**config.mk**
```make
export PLATFORM = sky130hd
export DESIGN_NAME = sram_block_sequencer
export DESIGN_NICKNAME = d
export VERILOG_FILES = /design/src/rtl/sram_block_sequencer.sv
export SDC_FILE = /design/constraint.sdc
export NUM_CORES = 1
export LEC_CHECK = 0
export CAP_MARGIN = 0
export CELL_PAD_IN_SITES_DETAIL_PLACEMENT = 0
export CELL_PAD_IN_SITES_GLOBAL_PLACEMENT = 1
export CORE_MARGIN = 4
export CORE_UTILIZATION = 41
export CTS_BUF_LIST = sky130_fd_sc_hd__clkbuf_16
export DETAILED_ROUTE_END_ITERATION = 10
export GPL_ROUTABILITY_DRIVEN = 0
export GPL_TIMING_DRIVEN = 0
export HOLD_SLACK_MARGIN = 0.05
export PLACE_DENSITY_LB_ADDON = 0.1
export SETUP_SLACK_MARGIN = 0.02
export SLEW_MARGIN = 10
export SYNTH_ARGS = -nofsm -noshare
export SYNTH_HDL_FRONTEND = slang
export SYNTH_SLANG_ARGS = --single-unit
export TNS_END_PERCENT = 50
```
**constraint.sdc**
```tcl
create_clock -name clk -period 2.6 [get_ports clk]
set_input_delay 0.52 -clock clk [delete_from_list [all_inputs] [get_ports clk]]
set_output_delay 0.52 -clock clk [all_outputs]
set_load 0.01 [all_outputs]
```
**src/rtl/sram_block_sequencer.sv**
```systemverilog
`default_nettype none
// ============================================================================
// Module      : sram_block_sequencer
// Description : Single FSM that owns all SRAM traffic for DES blocks. Blocks
//               are written as WORDS_PER_BLK-word bursts into a circular ring
//               of DEPTH_BLKS slots starting at BASE_ADDR and read back in
//               FIFO order. Tracks full/empty/count, alternates fairly
//               between contending write and read requests, and delays the
//               read strobe by RD_LAT cycles to flag returning read data.
// Ports       : clk, rst            - clock / async active-high reset
//               blk_wr_req          - producer holds a block (level)
//               blk_rd_req          - consumer wants a block (level)
//               flush               - one-cycle pulse, empties the ring
//               write_enable        - SRAM write strobe
//               read_enable         - SRAM read strobe
//               address, word_idx   - SRAM word address / word in burst
//               rd_data_valid       - SRAM read data valid this cycle
//               blk_wr_done         - pulse on last written word
//               blk_rd_done         - pulse with last valid read word
//               full, empty, count  - ring occupancy
// Revision    : 1.0 - initial release
// ============================================================================
module sram_block_sequencer #(
    parameter int                ADDR_W        = 16,
    parameter logic [ADDR_W-1:0] BASE_ADDR     = 16'h0100,
    parameter int                WORDS_PER_BLK = 4,
    parameter int                DEPTH_BLKS    = 4,
    parameter int                RD_LAT        = 1,
    localparam int               IDX_W         = (WORDS_PER_BLK > 1) ? $clog2(WORDS_PER_BLK) : 1,
    localparam int               CNT_W         = $clog2(DEPTH_BLKS + 1)
) (
    input  logic              clk,
    input  logic              rst,
    input  logic              blk_wr_req,
    input  logic              blk_rd_req,
    input  logic              flush,
    output logic              write_enable,
    output logic              read_enable,
    output logic [ADDR_W-1:0] address,
    output logic [IDX_W-1:0]  word_idx,
    output logic              rd_data_valid,
    output logic              blk_wr_done,
    output logic              blk_rd_done,
    output logic              full,
    output logic              empty,
    output logic [CNT_W-1:0]  count
);

    localparam int PTR_W = (DEPTH_BLKS > 1) ? $clog2(DEPTH_BLKS) : 1;

    localparam logic [IDX_W-1:0] c_LAST_IDX = IDX_W'(WORDS_PER_BLK - 1);
    localparam logic [PTR_W-1:0] c_LAST_PTR = PTR_W'(DEPTH_BLKS - 1);
    localparam logic [CNT_W-1:0] c_DEPTH    = CNT_W'(DEPTH_BLKS);
    localparam logic [63:0]      c_LAST_ADDR = 64'(BASE_ADDR)
                                             + 64'(DEPTH_BLKS) * 64'(WORDS_PER_BLK) - 64'd1;

    localparam logic [1:0] c_IDLE     = 2'd0;
    localparam logic [1:0] c_WR_BURST = 2'd1;
    localparam logic [1:0] c_RD_BURST = 2'd2;
    localparam logic [1:0] c_RD_DRAIN = 2'd3;

    // The whole ring must be addressable.
    generate
        if ((c_LAST_ADDR >> ADDR_W) != 64'd0) begin : g_addr_range_err
            $error("sram_block_sequencer: ring does not fit in ADDR_W address bits");
        end
    endgenerate

    logic [1:0]        r_state,       w_state_nxt;
    logic              r_we,          w_we_nxt;
    logic              r_re,          w_re_nxt;
    logic [ADDR_W-1:0] r_addr,        w_addr_nxt;
    logic [IDX_W-1:0]  r_idx,         w_idx_nxt;
    logic              r_wr_done,     w_wr_done_nxt;
    logic [PTR_W-1:0]  r_wr_ptr,      w_wr_ptr_nxt;
    logic [PTR_W-1:0]  r_rd_ptr,      w_rd_ptr_nxt;
    logic [CNT_W-1:0]  r_count,       w_count_nxt;
    logic              r_full;
    logic              r_empty;
    logic              r_last_rd,     w_last_rd_nxt;     // 1: last served was a read
    logic              r_flush_pend,  w_flush_pend_nxt;
    logic [RD_LAT-1:0] r_rv_pipe;                        // read strobe delay line
    logic [RD_LAT-1:0] r_last_pipe;                      // marks the final word of a burst

    logic              w_wr_elig;
    logic              w_rd_elig;
    logic              w_serve_wr;
    logic              w_serve_rd;
    logic [ADDR_W-1:0] w_wr_base;
    logic [ADDR_W-1:0] w_rd_base;
    logic [PTR_W-1:0]  w_wr_ptr_inc;
    logic [PTR_W-1:0]  w_rd_ptr_inc;
    logic              w_rd_done;

    assign w_wr_elig  = blk_wr_req && !r_full;
    assign w_rd_elig  = blk_rd_req && !r_empty;
    // On contention, serve whichever direction was not served last.
    assign w_serve_wr = w_wr_elig && (!w_rd_elig || r_last_rd);
    assign w_serve_rd = w_rd_elig && !w_serve_wr;

    assign w_wr_base = BASE_ADDR + ADDR_W'(WORDS_PER_BLK) * ADDR_W'(r_wr_ptr);
    assign w_rd_base = BASE_ADDR + ADDR_W'(WORDS_PER_BLK) * ADDR_W'(r_rd_ptr);

    assign w_wr_ptr_inc = (r_wr_ptr == c_LAST_PTR) ? '0 : r_wr_ptr + PTR_W'(1);
    assign w_rd_ptr_inc = (r_rd_ptr == c_LAST_PTR) ? '0 : r_rd_ptr + PTR_W'(1);

    assign w_rd_done = r_last_pipe[RD_LAT-1];

    always_comb begin
        w_state_nxt      = r_state;
        w_we_nxt         = 1'b0;
        w_re_nxt         = 1'b0;
        w_addr_nxt       = r_addr;
        w_idx_nxt        = r_idx;
        w_wr_done_nxt    = 1'b0;
        w_wr_ptr_nxt     = r_wr_ptr;
        w_rd_ptr_nxt     = r_rd_ptr;
        w_count_nxt      = r_count;
        w_last_rd_nxt    = r_last_rd;
        w_flush_pend_nxt = r_flush_pend | flush;

        case (r_state)
            c_IDLE: begin
                w_flush_pend_nxt = 1'b0;
                if (r_flush_pend || flush) begin
                    // A flush replaces arbitration for this cycle.
                    w_wr_ptr_nxt = '0;
                    w_rd_ptr_nxt = '0;
                    w_count_nxt  = '0;
                end else if (w_serve_wr) begin
                    w_state_nxt   = c_WR_BURST;
                    w_we_nxt      = 1'b1;
                    w_addr_nxt    = w_wr_base;
                    w_idx_nxt     = '0;
                    w_wr_done_nxt = (c_LAST_IDX == '0);
                    w_last_rd_nxt = 1'b0;
                end else if (w_serve_rd) begin
                    w_state_nxt   = c_RD_BURST;
                    w_re_nxt      = 1'b1;
                    w_addr_nxt    = w_rd_base;
                    w_idx_nxt     = '0;
                    w_last_rd_nxt = 1'b1;
                end
            end
            c_WR_BURST: begin
                if (r_idx == c_LAST_IDX) begin
                    w_state_nxt  = c_IDLE;
                    w_wr_ptr_nxt = w_wr_ptr_inc;
                    w_count_nxt  = r_count + CNT_W'(1);
                end else begin
                    w_we_nxt      = 1'b1;
                    w_idx_nxt     = r_idx + IDX_W'(1);
                    w_addr_nxt    = r_addr + ADDR_W'(1);
                    w_wr_done_nxt = ((r_idx + IDX_W'(1)) == c_LAST_IDX);
                end
            end
            c_RD_BURST: begin
                if (r_idx == c_LAST_IDX) begin
                    w_state_nxt = c_RD_DRAIN;
                end else begin
                    w_re_nxt   = 1'b1;
                    w_idx_nxt  = r_idx + IDX_W'(1);
                    w_addr_nxt = r_addr + ADDR_W'(1);
                end
            end
            c_RD_DRAIN: begin
                // Leave once the final word's data has been flagged valid.
                if (w_rd_done) begin
                    w_state_nxt  = c_IDLE;
                    w_rd_ptr_nxt = w_rd_ptr_inc;
                    w_count_nxt  = r_count - CNT_W'(1);
                end
            end
            default: begin
                w_state_nxt = c_IDLE;
            end
        endcase
    end

    always_ff @(posedge clk or posedge rst) begin
        if (rst) begin
            r_state      <= c_IDLE;
            r_we         <= 1'b0;
            r_re         <= 1'b0;
            r_addr       <= BASE_ADDR;
            r_idx        <= '0;
            r_wr_done    <= 1'b0;
            r_wr_ptr     <= '0;
            r_rd_ptr     <= '0;
            r_count      <= '0;
            r_full       <= 1'b0;
            r_empty      <= 1'b1;
            r_last_rd    <= 1'b1;
            r_flush_pend <= 1'b0;
            r_rv_pipe    <= '0;
            r_last_pipe  <= '0;
        end else begin
            r_state      <= w_state_nxt;
            r_we         <= w_we_nxt;
            r_re         <= w_re_nxt;
            r_addr       <= w_addr_nxt;
            r_idx        <= w_idx_nxt;
            r_wr_done    <= w_wr_done_nxt;
            r_wr_ptr     <= w_wr_ptr_nxt;
            r_rd_ptr     <= w_rd_ptr_nxt;
            r_count      <= w_count_nxt;
            r_full       <= (w_count_nxt == c_DEPTH);
            r_empty      <= (w_count_nxt == '0);
            r_last_rd    <= w_last_rd_nxt;
            r_flush_pend <= w_flush_pend_nxt;
            r_rv_pipe[0]   <= r_re;
            r_last_pipe[0] <= r_re && (r_idx == c_LAST_IDX);
            for (int i = 1; i < RD_LAT; i++) begin
                r_rv_pipe[i]   <= r_rv_pipe[i-1];
                r_last_pipe[i] <= r_last_pipe[i-1];
            end
        end
    end

    assign write_enable  = r_we;
    assign read_enable   = r_re;
    assign address       = r_addr;
    assign word_idx      = r_idx;
    assign rd_data_valid = r_rv_pipe[RD_LAT-1];
    assign blk_wr_done   = r_wr_done;
    assign blk_rd_done   = w_rd_done;
    assign full          = r_full;
    assign empty         = r_empty;
    assign count         = r_count;

endmodule
`default_nettype wire

```
==> results.tsv <==
stage	metric	value	unit
yosys	sequential share of the synthesized area	43.4	%
yosys	Ys Warns	0	
global_routing	first-pass GRT wire length	8.22	mm
floorplan	chip height	79.3	um
yosys	ys flop type	dfrtp_1	
cells_and_area	share of layout cells above drive strength 1	9.73	%
timing	RSZ-0062 raised after global routing	false	
cts	PostCTS Resize Cnt	0	
cts	Hold Buf Count CTS	0	
cts	CTS clock-pin slew for the worst setup and hold paths	0.05	ns
timing	Slew HR	49.1	%
yosys	Mapped Cells	217	
setup_path	CP Class	in2reg	
drt	WL per Instance	15.1	um
timing	worst setup slack after layout	0.322	ns
cts	Max Root-Sink Buffers	2	
pwr	pwr/cell area	1010	nW/um2
cts	Root Buffer	clkbuf_16	
cts	clk sinks	36	
timing	Clock Skews	0.00545	ns
floorplan	Core Rows	25	
drt	Routed Antenna Nets	0	
timing	Final TNS setup	0	ns
timing	final hold violations	0	
setup_path	R2R setup slack	0.36	ns
yosys	FF+latch count, synth	36	
global_routing	met1 Use GR	24.8	%
cts	latest clock arrival within the worst-skew pair	0.27	ns
global_routing	GRT Max-Usage Layer	met1	
timing	FMAX	439	MHz
yosys	synthesized area	2090	um2
cts	CTS buffer count	5	
placed_design	Placed Cells	316	
timing	crit share post-route	87.6	%
yosys	Post-synth ARST share	100	%
floorplan	Initial Util	43.3	%
run	Max-cap violations	0	
global_routing	M2 GR Usage	24.1	%
drt	DR vias/cell	5.36	
yosys	Synth Area per Inst	9.61	um2
yosys	Netlist cell types	49	
drt	DRC	0	
cells_and_area	non-filler cells, final	324	
drt	DR vias	1737	
timing	Final Max Tran Viols	0	
cts	CTS tree	done	
timing	crit path time final	2.28	ns
pwr	Worst VDD drop	674	uV
yosys	Post-Synthesis Net Count	235	
floorplan	Horiz. Die Dim	79.3	um
yosys	Area contributors post-synth	dfrtp_1 40%, ha_1 7.8%, o21ai_0 4.1%	
global_routing	vias in the first global route	1667	
drt	Initial DRC Count	85	
worst_hold_path	Hold Crit Class	reg2reg	
pwr	Leak Pwr	1.10	nW
timing	Setup Viol. Count Final	0	
global_routing	total gr overflow	0	
placed_design	Port Buffers	32	
floorplan	Core Region	4820	um2
cells_and_area	Fill cells	465	
yosys	Synth area leader	dfrtp_1	
cells_and_area	nets	274	
yosys	Post-synth EDFFs	0	
cts	total setup buffers inserted after CTS	0	
setup_path	Worst Setup Start Kind	input pin	
cells_and_area	area delta synth->final	25.9	%
global_routing	antenna violations before repair	0	
global_routing	M3 GR Usage	4.08	%
floorplan	IO Pins	33	
setup_path	CP max FO	10	
setup_path	worst endpoint data arrival time	2.44	ns
cells_and_area	final core utilization	54.5	%
floorplan	die area	6290	um2
global_routing	GRT Util Overall	16.8	%
drt	routed wire length	4.88	mm
timing	Tightest Pin Transition	0.763	ns
cts	H-tree levels	2	
yosys	area share of the largest cell type after synthesis	39.6	%
placed_design	pre-CTS setup slack	0.0638	ns
cells_and_area	antenna diode count	0	
global_routing	largest net degree at the start of global routing	37	
setup_path	WP data required	2.76	ns
setup_path	crit end category	flop	
outcome	status	completed	
drt	drt pass-1 iters	4	
placed_design	HPWL after detailed placement	3.48	mm
[Yosys cell counts (all sizes together), types with 2 or more instances]
cell type and number:
mux2 4, o22ai 4, nor2 12, o31ai 5, nand3 11, nand4 5, o22a 3, nand2 22
a21oi 14, a22o 2, clkbuf 5, nand2b 5, a21o 3, ha 13, dfrtp 33, and2 3
inv 12, a211oi 3, a21boi 2, or4 5, mux2i 2, nor2b 5, a31oi 2, o21ai 19
buf 4, xnor2 2, dfstp 3
[per-stage QoR]
step | area, um2 | power [mW] | hold slack, ns
floorplan | 2090 | 1.62 | 0.428
global route | 2630 | 2.87 | 0.410
global placement | 2490 | 2.10 | 0.383
finish | 2630 | 2.66 | 0.400
CTS | 2630 | 2.68 | 0.401
detailed placement | 2490 | 2.11 | 0.390
[report_power, final]
| group | internal (mW) | total (mW) | switching [mW] |
|---|---|---|---|
| logic | 0.514 | 1.21 | 0.699 |
| registers | 0.719 | 0.888 | 0.169 |
| clock network | 0.344 | 0.558 | 0.214 |
[layer usage]
| metal | part of all wire [%] | vias to the layer above |
|---|---|---|
| met3 | 4.2 | 2 |
| met5 | 0 | - |
| met2 | 44 | 35 |
| met4 | 0.66 | 0 |
| met1 | 52 | 838 |
| li1 | - | 862 |
[cell usage in the layout, fill, tap and decap left out, drive strengths merged, types with 2 or more instances in the layout]
| cell type | instances |
|---|---|
| o22a | 3 |
| nand3 | 11 |
| clkinv | 2 |
| a21boi | 2 |
| and2 | 3 |
| a31oi | 2 |
| or4 | 5 |
| nor2b | 5 |
| dfrtp | 33 |
| mux2 | 4 |
| xnor2 | 2 |
| o22ai | 4 |
| o21ai | 19 |
| clkbuf | 10 |
| inv | 13 |
| nand4 | 5 |
| a21o | 3 |
| a21oi | 14 |
| a211oi | 3 |
| nor2 | 12 |
| o31ai | 5 |
| clkdlybuf4s50 | 32 |
| mux2i | 2 |
| a22o | 2 |
| ha | 13 |
| buf | 4 |
| nand2 | 22 |
| nand2b | 5 |
| dfstp | 3 |
[worst paths after layout]
check | from | endpoint | depth (start not counted)
max in group asynchronous | rst | r_wr_ptr[1]$_DFFE_PP0P_ | 2
max | blk_wr_req | address[2]$_DFFE_PP0P_ | 8
min in group asynchronous | rst | rd_data_valid$_DFF_PP0_ | 2
max reg2reg | r_state[0]$_DFFE_PP0P_ | address[14]$_DFFE_PP0P_ | 7
min | read_enable$_DFF_PP0_ | rd_data_valid$_DFF_PP0_ | 0
min reg2reg | read_enable$_DFF_PP0_ | rd_data_valid$_DFF_PP0_ | 0
[worst max-delay path, cell delays in order]
cell	delay [ns]
clkdlybuf4s50_1	0.42
nor2b_2	0.18
o21ai_2	0.36
a21o_1	0.24
buf_2	0.22
buf_2	0.24
a21oi_1	0.07
o22a_1	0.20
[cell type report]
type                            count  area (um2)  area share [%]
Clock buffer                        5         125            4.76
Timing Repair Buffer               32         320            12.2
Sequential cell                    36         905            34.4
Multi-Input combinational cell    160        1090            41.5
Tap cell                           67        83.8            3.19
Inverter                           12        45.0            1.72
Clock inverter                      3        11.3           0.429
Buffer                              9        45.0            1.72
[cell families (layout without fill, tap and decap cells)]
family / Yosys count / after routing / share of synthesized area (%)
and+or+nand+nor: 75 / 75 / 19.4
AOI/OAI and AO/OA: 64 / 64 / 21.2
DFF: 36 / 36 / 43.4
buffers and inverters: 21 / 61 / 4.32
adders and majority gates: 13 / 13 / 7.80
muxes: 6 / 6 / 3.12
xor gates and xnor gates: 2 / 2 / 0.840
[sequential cells by signal, indices dropped and copies added (netlist names), 2 cells and up]
signal / count
address: 16
count: 3
r_rd_ptr: 2
r_state: 2
r_wr_ptr: 2
word_idx: 2
No activity file was read; power rests on OpenSTA's default activity.
